**config.mk**
```make
export PLATFORM = sky130hd
export DESIGN_NAME = mole_round_sequencer
export DESIGN_NICKNAME = d
export VERILOG_FILES = /design/src/rtl/mole_round_sequencer.sv
export SDC_FILE = /design/constraint.sdc
export NUM_CORES = 1
export LEC_CHECK = 0
export ABC_AREA = 1
export CORE_MARGIN = 5
export CORE_UTILIZATION = 30
export CTS_BUF_LIST = sky130_fd_sc_hd__clkbuf_4 sky130_fd_sc_hd__clkbuf_8 sky130_fd_sc_hd__clkbuf_16
export DETAILED_ROUTE_END_ITERATION = 6
export PLACE_DENSITY = 0.48
export SLEW_MARGIN = 25
export SYNTH_ARGS = -nofsm -noshare
export SYNTH_HDL_FRONTEND = slang
export SYNTH_SLANG_ARGS = --single-unit
export TNS_END_PERCENT = 10
```
**constraint.sdc**
```tcl
create_clock -name clk -period 11.35 [get_ports clk]
set_input_delay 2.27 -clock clk [delete_from_list [all_inputs] [get_ports clk]]
set_output_delay 2.27 -clock clk [all_outputs]
set_load 0.005 [all_outputs]
```
**src/rtl/mole_round_sequencer.sv**
```systemverilog
// Whack-a-mole round sequencer: picks a pseudo-random mole per round, lights it
// for a difficulty-scaled on-time, collects detector verdicts and keeps score.
module mole_round_sequencer #(
   parameter int unsigned N_MOLES        = 18,
   parameter int unsigned N_ROUNDS       = 30,
   parameter int unsigned MAX_MISSES     = 5,
   parameter int unsigned GAP_TICKS      = 500,
   parameter int unsigned START_ON_TICKS = 1500,
   parameter int unsigned MIN_ON_TICKS   = 400,
   parameter int unsigned STEP_TICKS     = 50,
   parameter int unsigned SETTLE_CYCLES  = 8,
   parameter logic [15:0] LFSR_SEED      = 16'hACE1
) (
   input  logic                                  clk,
   input  logic                                  rst,
   input  logic                                  tick,
   input  logic                                  start,
   input  logic                                  hit_pulse,
   input  logic                                  miss_pulse,
   output logic [N_MOLES-1:0]                    active_onehot,
   output logic                                  busy,
   output logic                                  game_over,
   output logic [$clog2(N_ROUNDS+1)-1:0]         score,
   output logic [$clog2(MAX_MISSES+1)-1:0]       misses,
   output logic [$clog2(N_ROUNDS+1)-1:0]         round_idx,
   output logic [$clog2(START_ON_TICKS+1)-1:0]   on_ticks
);

   localparam int unsigned RW     = $clog2(N_ROUNDS + 1);
   localparam int unsigned MW     = $clog2(MAX_MISSES + 1);
   localparam int unsigned OW     = $clog2(START_ON_TICKS + 1);
   localparam int unsigned IW     = (N_MOLES > 1) ? $clog2(N_MOLES) : 1;
   localparam int unsigned CMAX_A = (GAP_TICKS > START_ON_TICKS) ? GAP_TICKS : START_ON_TICKS;
   localparam int unsigned CMAX   = (CMAX_A > SETTLE_CYCLES) ? CMAX_A : SETTLE_CYCLES;
   localparam int unsigned CW     = $clog2(CMAX + 1);
   localparam logic [15:0] LFSR_TAPS = 16'hB400;

   typedef enum logic [3:0] {
      S_IDLE, S_GAP, S_PICK, S_SHOW, S_DROP, S_HIT, S_MISS, S_ADV, S_OVER
   } state_t;

   state_t            state, state_d;
   logic [CW-1:0]     cnt, cnt_d;
   logic [15:0]       lfsr, lfsr_d;
   logic [IW-1:0]     prev_idx, prev_d;
   logic [IW-1:0]     mod_idx, pick_idx;
   logic [N_MOLES-1:0] active_d;
   logic              busy_d, over_d;
   logic [RW-1:0]     score_d, round_d;
   logic [MW-1:0]     misses_d;
   logic [OW-1:0]     on_d, on_dec;

   // Mole choice: LFSR modulo mole count, bumped by one to avoid a repeat.
   always_comb begin
      mod_idx  = IW'(lfsr % 16'(N_MOLES));
      pick_idx = mod_idx;
      if (round_idx != '0 && mod_idx == prev_idx)
         pick_idx = (mod_idx == IW'(N_MOLES - 1)) ? '0 : mod_idx + IW'(1);
   end

   // Faster mole after a hit, floored at the minimum on-time.
   always_comb begin
      on_dec = OW'(MIN_ON_TICKS);
      if (32'(on_ticks) >= MIN_ON_TICKS + STEP_TICKS)
         on_dec = on_ticks - OW'(STEP_TICKS);
   end

   // Next-state and next-register values for the whole game controller.
   always_comb begin
      state_d  = state;
      cnt_d    = cnt;
      lfsr_d   = {1'b0, lfsr[15:1]} ^ (lfsr[0] ? LFSR_TAPS : 16'h0000);
      prev_d   = prev_idx;
      active_d = active_onehot;
      busy_d   = busy;
      over_d   = game_over;
      score_d  = score;
      misses_d = misses;
      round_d  = round_idx;
      on_d     = on_ticks;

      case (state)
         S_IDLE, S_OVER: begin
            if (start) begin
               score_d  = '0;
               misses_d = '0;
               round_d  = '0;
               on_d     = OW'(START_ON_TICKS);
               busy_d   = 1'b1;
               over_d   = 1'b0;
               cnt_d    = '0;
               state_d  = S_GAP;
            end
         end
         S_GAP: begin
            if (tick) begin
               if (cnt == CW'(GAP_TICKS - 1)) state_d = S_PICK;
               else                           cnt_d   = cnt + CW'(1);
            end
         end
         S_PICK: begin
            active_d = N_MOLES'(1) << pick_idx;
            prev_d   = pick_idx;
            cnt_d    = '0;
            state_d  = S_SHOW;
         end
         S_SHOW: begin
            if (hit_pulse) begin
               active_d = '0;
               state_d  = S_HIT;
            end else if (miss_pulse) begin
               active_d = '0;
               state_d  = S_MISS;
            end else if (tick) begin
               if (cnt == CW'(on_ticks - OW'(1))) begin
                  active_d = '0;
                  cnt_d    = '0;
                  state_d  = S_DROP;
               end else begin
                  cnt_d = cnt + CW'(1);
               end
            end
         end
         S_DROP: begin
            if (hit_pulse)                                state_d = S_HIT;
            else if (miss_pulse)                          state_d = S_MISS;
            else if (cnt == CW'(SETTLE_CYCLES - 1))       state_d = S_MISS;
            else                                          cnt_d   = cnt + CW'(1);
         end
         S_HIT: begin
            if (score < RW'(N_ROUNDS)) score_d = score + RW'(1);
            on_d    = on_dec;
            state_d = S_ADV;
         end
         S_MISS: begin
            if (misses < MW'(MAX_MISSES)) misses_d = misses + MW'(1);
            state_d = S_ADV;
         end
         S_ADV: begin
            if (round_idx < RW'(N_ROUNDS)) round_d = round_idx + RW'(1);
            if (round_idx == RW'(N_ROUNDS - 1) || misses == MW'(MAX_MISSES)) begin
               busy_d  = 1'b0;
               over_d  = 1'b1;
               state_d = S_OVER;
            end else begin
               cnt_d   = '0;
               state_d = S_GAP;
            end
         end
         default: begin
            active_d = '0;
            state_d  = S_IDLE;
         end
      endcase
   end

   // State and output registers with synchronous reset.
   always_ff @(posedge clk) begin
      if (rst) begin
         state         <= S_IDLE;
         cnt           <= '0;
         lfsr          <= LFSR_SEED;
         prev_idx      <= '0;
         active_onehot <= '0;
         busy          <= 1'b0;
         game_over     <= 1'b0;
         score         <= '0;
         misses        <= '0;
         round_idx     <= '0;
         on_ticks      <= OW'(START_ON_TICKS);
      end else begin
         state         <= state_d;
         cnt           <= cnt_d;
         lfsr          <= lfsr_d;
         prev_idx      <= prev_d;
         active_onehot <= active_d;
         busy          <= busy_d;
         game_over     <= over_d;
         score         <= score_d;
         misses        <= misses_d;
         round_idx     <= round_d;
         on_ticks      <= on_d;
      end
   end

endmodule

```
==> impl_results.md <==
* Status: completed
* Wire per inst at 12.3 um
* Commonest non-fill, non-tap cell in the layout: nand2_1
* Data required time at the worst endpoint at 11620 ps
* Post-synth EDFFs at 0
* Vias per cell at 4.67
* Met1 wire length at 6790 um
* First-pass GRT wire length at 23500 um
* Detail Route met3 WL at 404 um
* RSZ-0062 raised after global routing: no
* Max Fclk at 0.150 GHz
* Clock Latency Late Sink at 340 ps
* CTS clk-pin slew, worst paths at 60 ps
* Post-DP HPWL at 10700 um
* Worst Path Max Fanout at 8
* Setup TNS at 0 ps
* Root Driver: clkbuf_16
* CTS tree: done
* Fin Clk Skew at 8.21 ps
* Length of routed met2 wiring at 6360 um
* Ratio of cells with drive above 1 in the final layout at 12.3%
* Final hold viol count at 0
* DR top layer: met4
* Critical Path Max Stage Delay at 430 ps
* Most frequent cells in the layout: nand2_1 (204), inv_1 (112), dfxtp_1 (79)
* Seq cells post-synth at 79
* Vias post-DR at 5239
* Cts hold-fix bufs at 0
* GRT Total Usage at 13.7%
* Critical path arrival at 6950 ps
* HP Start: active_onehot[4]
* Synth warnings at 0
* H-Tree Level Count at 3
* Clock sink total at 79
* Die X at 145 um
* Antenna fix cells at 0
* I/O pin cnt at 50
* Worst r2r src: lfsr[15]
* # resized after CTS at 0
* Cell count after synthesis at 839
* Post-CTS setup buffers at 0
* Initial antenna violation count at 0
* Slowest CP cell: dfxtp_1
* DIE HEIGHT at 145 um
* Crit. Startpoint: lfsr[15]
* Total Wirelength at 13800 um
* Largest net degree at the start of global routing at 38
* Cell area after synthesis at 5450 sq um
* Final period utilization at 58.8%
* Fin nets at 907
* Core area at 17900 sq um
* Startpoint types: register
* Worst-margin pin slew at 812 ps
* Syn avg cell area at 6.50 sq um
* Vias in the first global route at 4961
* Critical path's most frequent cell: nand2_2
* Min Tclk post-route at 6680 ps
* DRT antenna net count at 0
* Die area at 21000 sq um
* Grt total ovfl at 0
* Hold Path Class: register to register
* Clock Tree Buf Depth at 2
* Crit Path Class: register to register
* 1st-pass router iterations at 4
* Slew headroom at 45.7%
* Final Slew Violations at 0
* Number of remaining DRC errors at 0
* Area grow syn2layout at 18.8%
* Gpl congestion at 0.844
* Max cap viols at 0
* CP Capture Type: register
* Number of buffers added on ports at 48
* Top_reg_cell synth: dfxtp_1
* Distinct cells, synth at 51
* Number of cell rows at 49
* Syn Nets at 857
* First DRT Iteration DRCs at 250
* Initial core utilization at 30.5%
* Cts bufs inserted at 9
* Final Setup Violations at 0
* Synth async-reset ratio at 0%
* Seq/Total Area, Yosys at 29.0%
synthesized netlist by cell type, drive strengths merged, types with 2 or more instances:
| cell | number | area share, % |
|---|---|---|
| o21ai | 46 | 4.5 |
| nand4 | 19 | 2.9 |
| inv | 132 | 9.1 |
| or2 | 2 | 0.23 |
| nor3b | 7 | 0.96 |
| nand3 | 74 | 7.8 |
| buf | 2 | 0.23 |
| nor4 | 5 | 0.57 |
| nor3 | 11 | 1.0 |
| nand3b | 3 | 0.41 |
| o21a | 2 | 0.28 |
| o211ai | 4 | 0.55 |
| clkbuf | 9 | 0.62 |
| nor2 | 83 | 6.7 |
| xor2 | 22 | 3.5 |
| a21oi | 48 | 4.5 |
| o221ai | 3 | 0.48 |
| o41ai | 2 | 0.32 |
| dfxtp | 79 | 29 |
| ha | 12 | 2.8 |
| xnor2 | 6 | 0.96 |
| a211oi | 3 | 0.41 |
| nand2 | 250 | 20 |
kinds of logic after synthesis:
family | Yosys count | synth area share [%]
AO/OA/AOI/OAI | 119 | 12.8
XOR/XNOR | 28 | 4.50
adder cells (fa/ha/maj) | 12 | 2.75
buffers and inverters | 144 | 10.0
flip-flops | 79 | 29.0
other | 1 | 0.0688
AND/OR/NAND/NOR | 456 | 40.9
stage by stage:
step / hold WS (ps) / utilization [%] / cells / setup slack [ps] / area (sq um)
2_1_floorplan: 453 / - / 839 / 5600 / 5450
3_3_place_gp: 461 / 34.6 / 1107 / 4610 / 6190
3_5_place_dp: 458 / 34.6 / 1107 / 4660 / 6190
4_1_cts: 468 / 36.2 / 1122 / 4630 / 6480
5_1_grt: 486 / 36.2 / 1122 / 3570 / 6480
6_report: 464 / 36.2 / 1122 / 4670 / 6480
final timing paths:
kind | endpoint | slack [ps] | cells past startpoint
max | active_onehot[9] | 4670 | 60
min | active_onehot[4] | 460 | 2
max reg2reg | active_onehot[9] | 4670 | 60
min reg2reg | active_onehot[4] | 460 | 2
final cells by class:
cell class              instances  area [sq um]
inverters                     133           499
clock buffers                  11           240
repair buffers                 50           495
multi-input cells             616          3330
clock inverters                 4          47.5
well taps                     229           287
fillers                      1942         11400
flip-flops and latches         79          1580
critical path: cells and delay by family, from the launching register on:
kind | cells | cell delay [ps]
DFF | 1 | 430
buffers and inverters | 4 | 270
and+or+nand+nor | 53 | 5430
AOI/OAI and AO/OA | 1 | 120
xor gates and xnor gates | 1 | 210
adders and majority gates | 1 | 140
state kept, by name, indices dropped and copies added (netlist names):
signal / cells
active_onehot: 18
lfsr: 16
cnt: 11
on_ticks: 10
prev_idx: 5
round_idx: 5
score: 5
state: 4
misses: 3
busy: 1
game_over: 1
metal layers:
layer,GRT usage [%],vias up
met1,18.3,2356
met4,4.03,0
met3,3.02,12
met5,0,-
li1,-,2812
met2,22.3,59
Power is left out: the tool's default activity adds up to more than one toggle a clock period on the data nets, which glitch-free logic cannot reach.
